<file path="config.mk">
export PLATFORM = sky130hd
export DESIGN_NAME = if_stage_flat
export DESIGN_NICKNAME = d
export VERILOG_FILES = /design/src/rtl/if_stage_if.sv /design/src/rtl/if_stage.sv /design/src/flat_wrapper.sv
export SDC_FILE = /design/constraint.sdc
export NUM_CORES = 1
export LEC_CHECK = 0
export BUFFER_PORTS_ARGS = -buffer_cell sky130_fd_sc_hd__buf_2
export CORE_MARGIN = 1
export CORE_UTILIZATION = 40
export CTS_BUF_LIST = sky130_fd_sc_hd__clkbuf_16
export CTS_CLUSTER_DIAMETER = 200
export CTS_CLUSTER_SIZE = 24
export DETAILED_ROUTE_END_ITERATION = 8
export PLACE_DENSITY_LB_ADDON = 0.1
export RECOVER_POWER = 50
export SLEW_MARGIN = 5
export SYNTH_ARGS = -nofsm -noshare
export SYNTH_HDL_FRONTEND = slang
export SYNTH_SLANG_ARGS = --single-unit
</file>
<file path="constraint.sdc">
create_clock -name clk -period 8.74 [get_ports clk]
set_input_delay 0.437 -clock clk [delete_from_list [all_inputs] [get_ports clk]]
set_output_delay 0.437 -clock clk [all_outputs]
set_load 0.1 [all_outputs]
</file>
<file path="src/rtl/if_stage_if.sv">
// Fetch-stage bus: control/redirect/training inputs, imem port and IF/ID outputs.
interface if_stage_if;
   logic        stall;
   logic        ex_redirect;
   logic [31:0] ex_redirect_pc;
   logic        id_redirect;
   logic [31:0] id_redirect_pc;
   logic        upd_valid;
   logic [31:0] upd_pc;
   logic        upd_taken;
   logic [31:0] inst_addr;
   logic [31:0] inst_data;
   logic [31:0] id_pc;
   logic [31:0] id_inst;
   logic        id_predict;

   // Environment side: drives control, training and imem data.
   modport master (
      output stall, ex_redirect, ex_redirect_pc, id_redirect, id_redirect_pc,
             upd_valid, upd_pc, upd_taken, inst_data,
      input  inst_addr, id_pc, id_inst, id_predict
   );

   // Fetch stage side.
   modport slave (
      input  stall, ex_redirect, ex_redirect_pc, id_redirect, id_redirect_pc,
             upd_valid, upd_pc, upd_taken, inst_data,
      output inst_addr, id_pc, id_inst, id_predict
   );
endinterface

</file>
<file path="src/rtl/if_stage.sv">
// Instruction fetch stage with IF/ID register and 2-bit saturating BHT.
module if_stage #(
   parameter logic [31:0] RESET_PC = 32'h0000_0000,
   parameter int          BHT_IDX  = 6,
   parameter logic [31:0] NOP_INST = 32'h0000_0013
) (
   input  logic        clk,
   input  logic        rst,
   if_stage_if.slave   bus
);
   localparam int BHT_N = 1 << BHT_IDX;

   logic [31:0]        pc_q, pc_d;
   logic [31:0]        id_pc_q, id_pc_d;
   logic [31:0]        id_inst_q, id_inst_d;
   logic               id_pred_q, id_pred_d;
   logic [1:0]         bht_q [BHT_N];
   logic [1:0]         upd_cur, upd_nxt;
   logic [BHT_IDX-1:0] rd_idx, upd_idx;
   logic               unused_upd_bits;

   assign rd_idx  = pc_q[BHT_IDX+1:2];
   assign upd_idx = bus.upd_pc[BHT_IDX+1:2];
   // Only the index bits of the training PC matter; no tags are kept.
   assign unused_upd_bits = ^{bus.upd_pc[31:BHT_IDX+2], bus.upd_pc[1:0]};

   // Outputs come straight from registers; nothing here sees stall/redirect combinationally.
   assign bus.inst_addr  = pc_q;
   assign bus.id_pc      = id_pc_q;
   assign bus.id_inst    = id_inst_q;
   assign bus.id_predict = id_pred_q;

   // Next PC and IF/ID: execute redirect beats stall, stall beats decode redirect.
   always_comb begin
      pc_d      = pc_q;
      id_pc_d   = id_pc_q;
      id_inst_d = id_inst_q;
      id_pred_d = id_pred_q;
      if (bus.ex_redirect) begin
         pc_d      = bus.ex_redirect_pc;
         id_pc_d   = 32'h0;
         id_inst_d = NOP_INST;
         id_pred_d = 1'b0;
      end else if (!bus.stall) begin
         if (bus.id_redirect) begin
            // The instruction fetched this cycle is wrong-path; replace with a bubble.
            pc_d      = bus.id_redirect_pc;
            id_pc_d   = 32'h0;
            id_inst_d = NOP_INST;
            id_pred_d = 1'b0;
         end else begin
            pc_d      = pc_q + 32'd4;
            id_pc_d   = pc_q;
            id_inst_d = bus.inst_data;
            id_pred_d = bht_q[rd_idx][1];
         end
      end
   end

   // PC and IF/ID register with synchronous reset.
   always_ff @(posedge clk) begin
      if (rst) begin
         pc_q      <= RESET_PC;
         id_pc_q   <= 32'h0;
         id_inst_q <= NOP_INST;
         id_pred_q <= 1'b0;
      end else begin
         pc_q      <= pc_d;
         id_pc_q   <= id_pc_d;
         id_inst_q <= id_inst_d;
         id_pred_q <= id_pred_d;
      end
   end

   // Saturating counter step for the entry being trained.
   always_comb begin
      upd_cur = bht_q[upd_idx];
      upd_nxt = upd_cur;
      if (bus.upd_taken && upd_cur != 2'b11)
         upd_nxt = upd_cur + 2'd1;
      else if (!bus.upd_taken && upd_cur != 2'b00)
         upd_nxt = upd_cur - 2'd1;
   end

   // BHT training ignores stall/redirect; reads in the same cycle see the old value.
   always_ff @(posedge clk) begin
      if (rst) begin
         for (int i = 0; i < BHT_N; i++)
            bht_q[i] <= 2'b01;
      end else if (bus.upd_valid) begin
         bht_q[upd_idx] <= upd_nxt;
      end
   end
endmodule
</file>
<file path="src/flat_wrapper.sv">
// flat-port wrapper written by rule: the top's interface ports become plain ports
module if_stage_flat 
#(
   parameter logic [31:0] RESET_PC = 32'h0000_0000,
   parameter int          BHT_IDX  = 6,
   parameter logic [31:0] NOP_INST = 32'h0000_0013
)
  (clk, rst, bus_stall, bus_ex_redirect, bus_ex_redirect_pc, bus_id_redirect, bus_id_redirect_pc, bus_upd_valid, bus_upd_pc, bus_upd_taken, bus_inst_data, bus_inst_addr, bus_id_pc, bus_id_inst, bus_id_predict);
  if_stage_if bus_i ();
  input  logic clk;
  input  logic rst;
  input wire logic [$bits(bus_i.stall)-1:0] bus_stall;
  input wire logic [$bits(bus_i.ex_redirect)-1:0] bus_ex_redirect;
  input wire logic [$bits(bus_i.ex_redirect_pc)-1:0] bus_ex_redirect_pc;
  input wire logic [$bits(bus_i.id_redirect)-1:0] bus_id_redirect;
  input wire logic [$bits(bus_i.id_redirect_pc)-1:0] bus_id_redirect_pc;
  input wire logic [$bits(bus_i.upd_valid)-1:0] bus_upd_valid;
  input wire logic [$bits(bus_i.upd_pc)-1:0] bus_upd_pc;
  input wire logic [$bits(bus_i.upd_taken)-1:0] bus_upd_taken;
  input wire logic [$bits(bus_i.inst_data)-1:0] bus_inst_data;
  output wire logic [$bits(bus_i.inst_addr)-1:0] bus_inst_addr;
  output wire logic [$bits(bus_i.id_pc)-1:0] bus_id_pc;
  output wire logic [$bits(bus_i.id_inst)-1:0] bus_id_inst;
  output wire logic [$bits(bus_i.id_predict)-1:0] bus_id_predict;
  assign bus_i.stall = bus_stall;
  assign bus_i.ex_redirect = bus_ex_redirect;
  assign bus_i.ex_redirect_pc = bus_ex_redirect_pc;
  assign bus_i.id_redirect = bus_id_redirect;
  assign bus_i.id_redirect_pc = bus_id_redirect_pc;
  assign bus_i.upd_valid = bus_upd_valid;
  assign bus_i.upd_pc = bus_upd_pc;
  assign bus_i.upd_taken = bus_upd_taken;
  assign bus_i.inst_data = bus_inst_data;
  assign bus_inst_addr = bus_i.inst_addr;
  assign bus_id_pc = bus_i.id_pc;
  assign bus_id_inst = bus_i.id_inst;
  assign bus_id_predict = bus_i.id_predict;
  if_stage #(.RESET_PC(RESET_PC), .BHT_IDX(BHT_IDX), .NOP_INST(NOP_INST)) u_core (.clk(clk), .rst(rst), .bus(bus_i));
endmodule
</file>
### Yosys cells after proc, flatten, opt, wreduce, memory -nomap -nowiden

Memory sizes are Yosys's and may differ from the RTL's. A register that Yosys moved wholly into a read port is not among the register bits.
Cells that the tools add are included.

| storage, ports and cells | value |
|---|---|
| logic and storage cells | 34 |
| input port bits | 135 |
| bits in writable memories | 128 |
| register bits | 97 |
| memories | 1 |

| operators by class | value |
|---|---|
| reductions and logical operators | 6 |
| equality and inequality tests | 2 |
| multiplexer cells | 18 |
| $add $sub $neg | 3 |

Memory list:

| name | words | width | rd ports | clocked after memory_dff | wr ports | line | RTL |
|---|---|---|---|---|---|---|---|
| u_core.bht_q | 64 | 2 | 2 | 1 | 64 | if_stage.sv:17 | `logic [1:0] bht_q [BHT_N];` |

Operator list:

| cell | count |
|---|---|
| $mux 32 | 5 |
| $add 32x3->32 const B | 1 |
| $mux 6 | 3 |
| $mux 1 | 7 |
| $mux 2 | 3 |
| $reduce_or 2->1 | 2 |
| $add 2x1->2 const B | 1 |
| $logic_and 1x1->1 | 2 |
| $ne 2x1->1 const B | 1 |
| $ne 2x2->1 const B | 1 |
| $reduce_bool 2->1 | 1 |
| $sub 2x1->2 const B | 1 |
| $logic_not 1->1 | 1 |

### Logic depth before layout (Yosys ltp)

| logic depth | value |
|---|---|
| depth in word-level cells | 6 |
| mapped depth | 16 |
| mapped depth without buffers | 11 |

### Worst setup path after synthesis

OpenSTA, ideal clock, no wires.

| timing path | value |
|---|---|
| path kind | in2reg |
| start point | input port bus_upd_pc[4] |
| end point | memory u_core.bht_q[5][1] (data pin) |
| stages on the path | 14 |
| setup slack | 5235 ps |
| arrival | 3236 ps |
| setup time | 270 ps |
| required time | 8470 ps |
| cell sequence | buf_2 buf_1 buf_2 mux2_2 o21ai_0 a211oi_1 a211oi_1 nand4_1 ha_1 nand2b_1 o22a_1 a22oi_2 buf_4 nor3_1 |

RTL lines:

| item | line | RTL |
|---|---|---|
| start, declared | flat_wrapper.sv:18 | `input wire logic [$bits(bus_i.upd_pc)-1:0] bus_upd_pc;` |
| end, declared | if_stage.sv:17 |  |

### Worst setup path after layout

| timing path | value |
|---|---|
| start point | input port bus_stall |
| end point | register u_core.pc_q[31] (netlist: u_core.bus.inst_addr[31]) |

| between the ends | value |
|---|---|
| cells in the longest elaborated chain, start to end | 1 |

Ends and longest elaborated chain:

| item | line | RTL |
|---|---|---|
| start, declared | flat_wrapper.sv:12 | `input wire logic [$bits(bus_i.stall)-1:0] bus_stall;` |
| $ne 2x1->1 (no line) | n/a |  |
| end signal, assigned | if_stage.sv:68 | `pc_q <= pc_d;` |
| end, declared | if_stage.sv:13 | `logic [31:0] pc_q, pc_d;` |

Every way passes these cells.
A chain may end at the register's enable or synchronous reset.

==> results.cfg <==
[status]
status = finished with violations
failed_checks = capacitance limit, slew limit

[clock_network]
clk_pin_slew_ns = 0.10
worst_skew_pair.late_latency_ns = 0.49
ctsRootBufferMaster = clkbuf_16
cts.path.max_buffers = 3
holdBufCountCts = 0
numCtsBuffers = 13
htreeDepth = 1
cts_tree = done
cts-resized-gates = 0
cts_sinks = 231
post-cts-setup-buffers = 0

[global_routing]
grt_max_degree = 66
grt-ovfl-total = 0
grt_first_pass_wirelength_mm = 53.7
antenna_found_initial = 4
grt_pass1_vias = 8938
grtUsageTotal_pct = 23.6

[timing]
worst_pin_slew_ns = 3.04
slew_headroom_pct = -103
clock_skew_ns = 0.0236
fmax_ghz = 0.170
setup_viol_count_final = 0
rsz0062_at_grt = no
hold_violations = 0
period_minus_slack_ns = 5.90
tns_ns = 0
timing.hold.ws_ns = 0.171
maxSlewViolCount = 319
layout_worst_path_cycle_share_pct = 67.5

[die]
die_x_um = 172
die_h_um = 172
core_um2 = 28200
dieArea_um2 = 29600
rows = 61
ioPinCount = 232
start_util_pct = 41.1

[finish]
final_nets = 1452
area_growth_pct = 12.1
stdcell_count = 1703
layout-drive-gt1-share_pct = 14.1
final_area_um2 = 13000

[worst_setup_path]
critPathLaunch = bus_stall
worstPathRequired_ns = 9.15
rrSetupSlack_ns = 4.54
crit_chain = clkbuf_1 -> clkbuf_1 -> inv_1 -> nand2_1 -> o22ai_1 -> or4_1 -> a21oi_1
cpPeakStageDelay_ns = 2.01
reg2reg_from = u_core.bht_q[28][0]
critPathKind = in -> reg
end_kind = flop
worst-path-max-fanout = 61
cp.arrival_ns = 6.30
crit_slowest_cell = clkbuf_1
cpMostUsedCell = clkbuf_1
cp-start-kind = input pin

[route]
drt-wirelength-per-cell_um = 21.0
drtIter0Drc = 985
vias = 9752
dr.pass1.iters = 5
avgViaCountPerCell = 5.73
drc_errors = 0
ant_nets = 0
wl_mm = 35.8

[yosys]
synthMuxAreaShare_pct = 8.52
synth_top_area_share_pct = 33.2
seq_area_frac_synth_pct = 51.0
syn_inst = 1182
syn_area_um2 = 11600
yosysMostFrequentCell = nor2_1
synth_top_family_by_area = simple AND/OR/NAND/NOR gates
yosysWarnings = 0
avgSynthCellArea_um2 = 9.79
ys.flop_type = edfxtp_1
ys_ff_latch = 231
synth_xor_area_share_pct = 1.30
synth_compound_area_share_pct = 15.2
yosys-top-cells-count = nor2_1 (160), nand2_1 (133), edfxtp_1 (128), dfxtp_1 (103), o21ai_0 (72)
synthAdderAreaFrac_pct = 0.324
yosys.area.top_type = edfxtp_1
yosys.cell_types.count = 64
ys_top_cells_by_area = edfxtp_1 (33%), dfxtp_1 (18%), nor2_1 (5.2%)
syn-num-nets = 1320
synth_edf_count = 128
synthArstFlopShare_pct = 0
synthSimpleGateAreaFrac_pct = 18.8

[pwr]
internal-power_mw = 1.56
total_power_mw = 2.31
peakVddDrop_mv = 0.190
power.switching_mw = 0.745
powerDensity_nw_per_um2 = 178
p_comb_share_pct = 20.1
p_clk_share_pct = 27.6
cellLeakagePower_nw = 4.34
p_seq_share_pct = 52.3
swShare_pct = 32.3

[place]
dpl.hpwl_mm = 24.0
placed_area_um2 = 12700
io_buffer_count = 205
place_congestion = 0.833
dp.cells = 1677

[hold_path]
hold_path_class = in -> reg
worstHoldStart = bus_inst_data[4]

[job]
drv_cap = 6
## state kept, by name, indices dropped and copies added (netlist names), named ones only
register and count:
u_core.bus.id_pc 32, u_core.bus.id_predict 1, u_core.bus.id_inst 32, u_core.bus.inst_addr 32, u_core.bht_q 128
## logic make-up (layout without fill, tap and decap cells)
kind of cell / count (synthesis) / count (layout)
simple gates: 477 / 477
compound gates: 264 / 264
flops: 231 / 231
buf+inv: 125 / 263
mux: 67 / 67
xor+xnor: 15 / 15
fa+ha+maj: 3 / 3
other cells: 0 / 5
## metrics by stage
stage | setup WS (ns) | utilization (%)
after floorplan | 5.23 | -
after global placement | 3.43 | 45.3
after detailed placement | 3.44 | 45.3
after CTS | 3.92 | 46.5
after global routing | 2.52 | 46.1
final | 2.84 | 46.1
## path summary, 6_finish.rpt
kind	to	cells after the start
setup reg to reg	u_core.bht_q[54][0]	11
hold reg to reg	u_core.bus.id_pc[31]	2
hold / removal	u_core.bus.id_inst[4]	3
setup / recovery	u_core.bus.inst_addr[31]	7
## power groups by stage
stage	combinational [mW]	sequential [mW]	clock (mW)
4_1_cts	0.472	1.20	0.657
3_3_place_gp	0.469	1.23	0
3_5_place_dp	0.471	1.23	0
5_1_grt	0.498	1.21	0.692
6_report	0.464	1.21	0.637
2_1_floorplan	0.253	1.33	0
## worst max-delay path, delay by kind of cell
family                 cells  cell delay, ns
buffers and inverters      3            4.56
AND/OR/NAND/NOR            2            0.99
AO/OA/AOI/OAI              2            0.26
## placed cells by master (no fill, tap or decap), types with 10 or more instances in the layout
cell type	n
nand4_1	13
and3_1	16
o22ai_1	16
inv_1	19
buf_4	18
xor2_1	10
clkbuf_1	104
o21ai_0	72
dfxtp_1	103
buf_2	106
clkbuf_16	13
nand2_1	132
edfxtp_1	128
nor2_1	159
a21oi_1	39
nor3_1	52
mux2i_1	31
mux2_2	12
a221oi_1	11
nand3_1	52
a22oi_1	71
mux4_2	24
## cell type report
class,instances,area (µm²)
inverters,14,52.6
clock inverters,8,37.5
flip-flops and latches,231,5910
clock buffers,13,325
multi-input cells,826,5110
fillers,2794,15200
diodes,5,12.5
well taps,378,473
repair buffers,228,1060
## layer usage
metal	wire length, µm	vias to the layer above	track usage, %
li1	-	4618	-
met1	15500	4719	31.8
met2	17000	367	39.1
met3	2640	48	4.21
met4	698	0	5.69
met5	0	-	0
No activity file was read; power rests on OpenSTA's default activity.
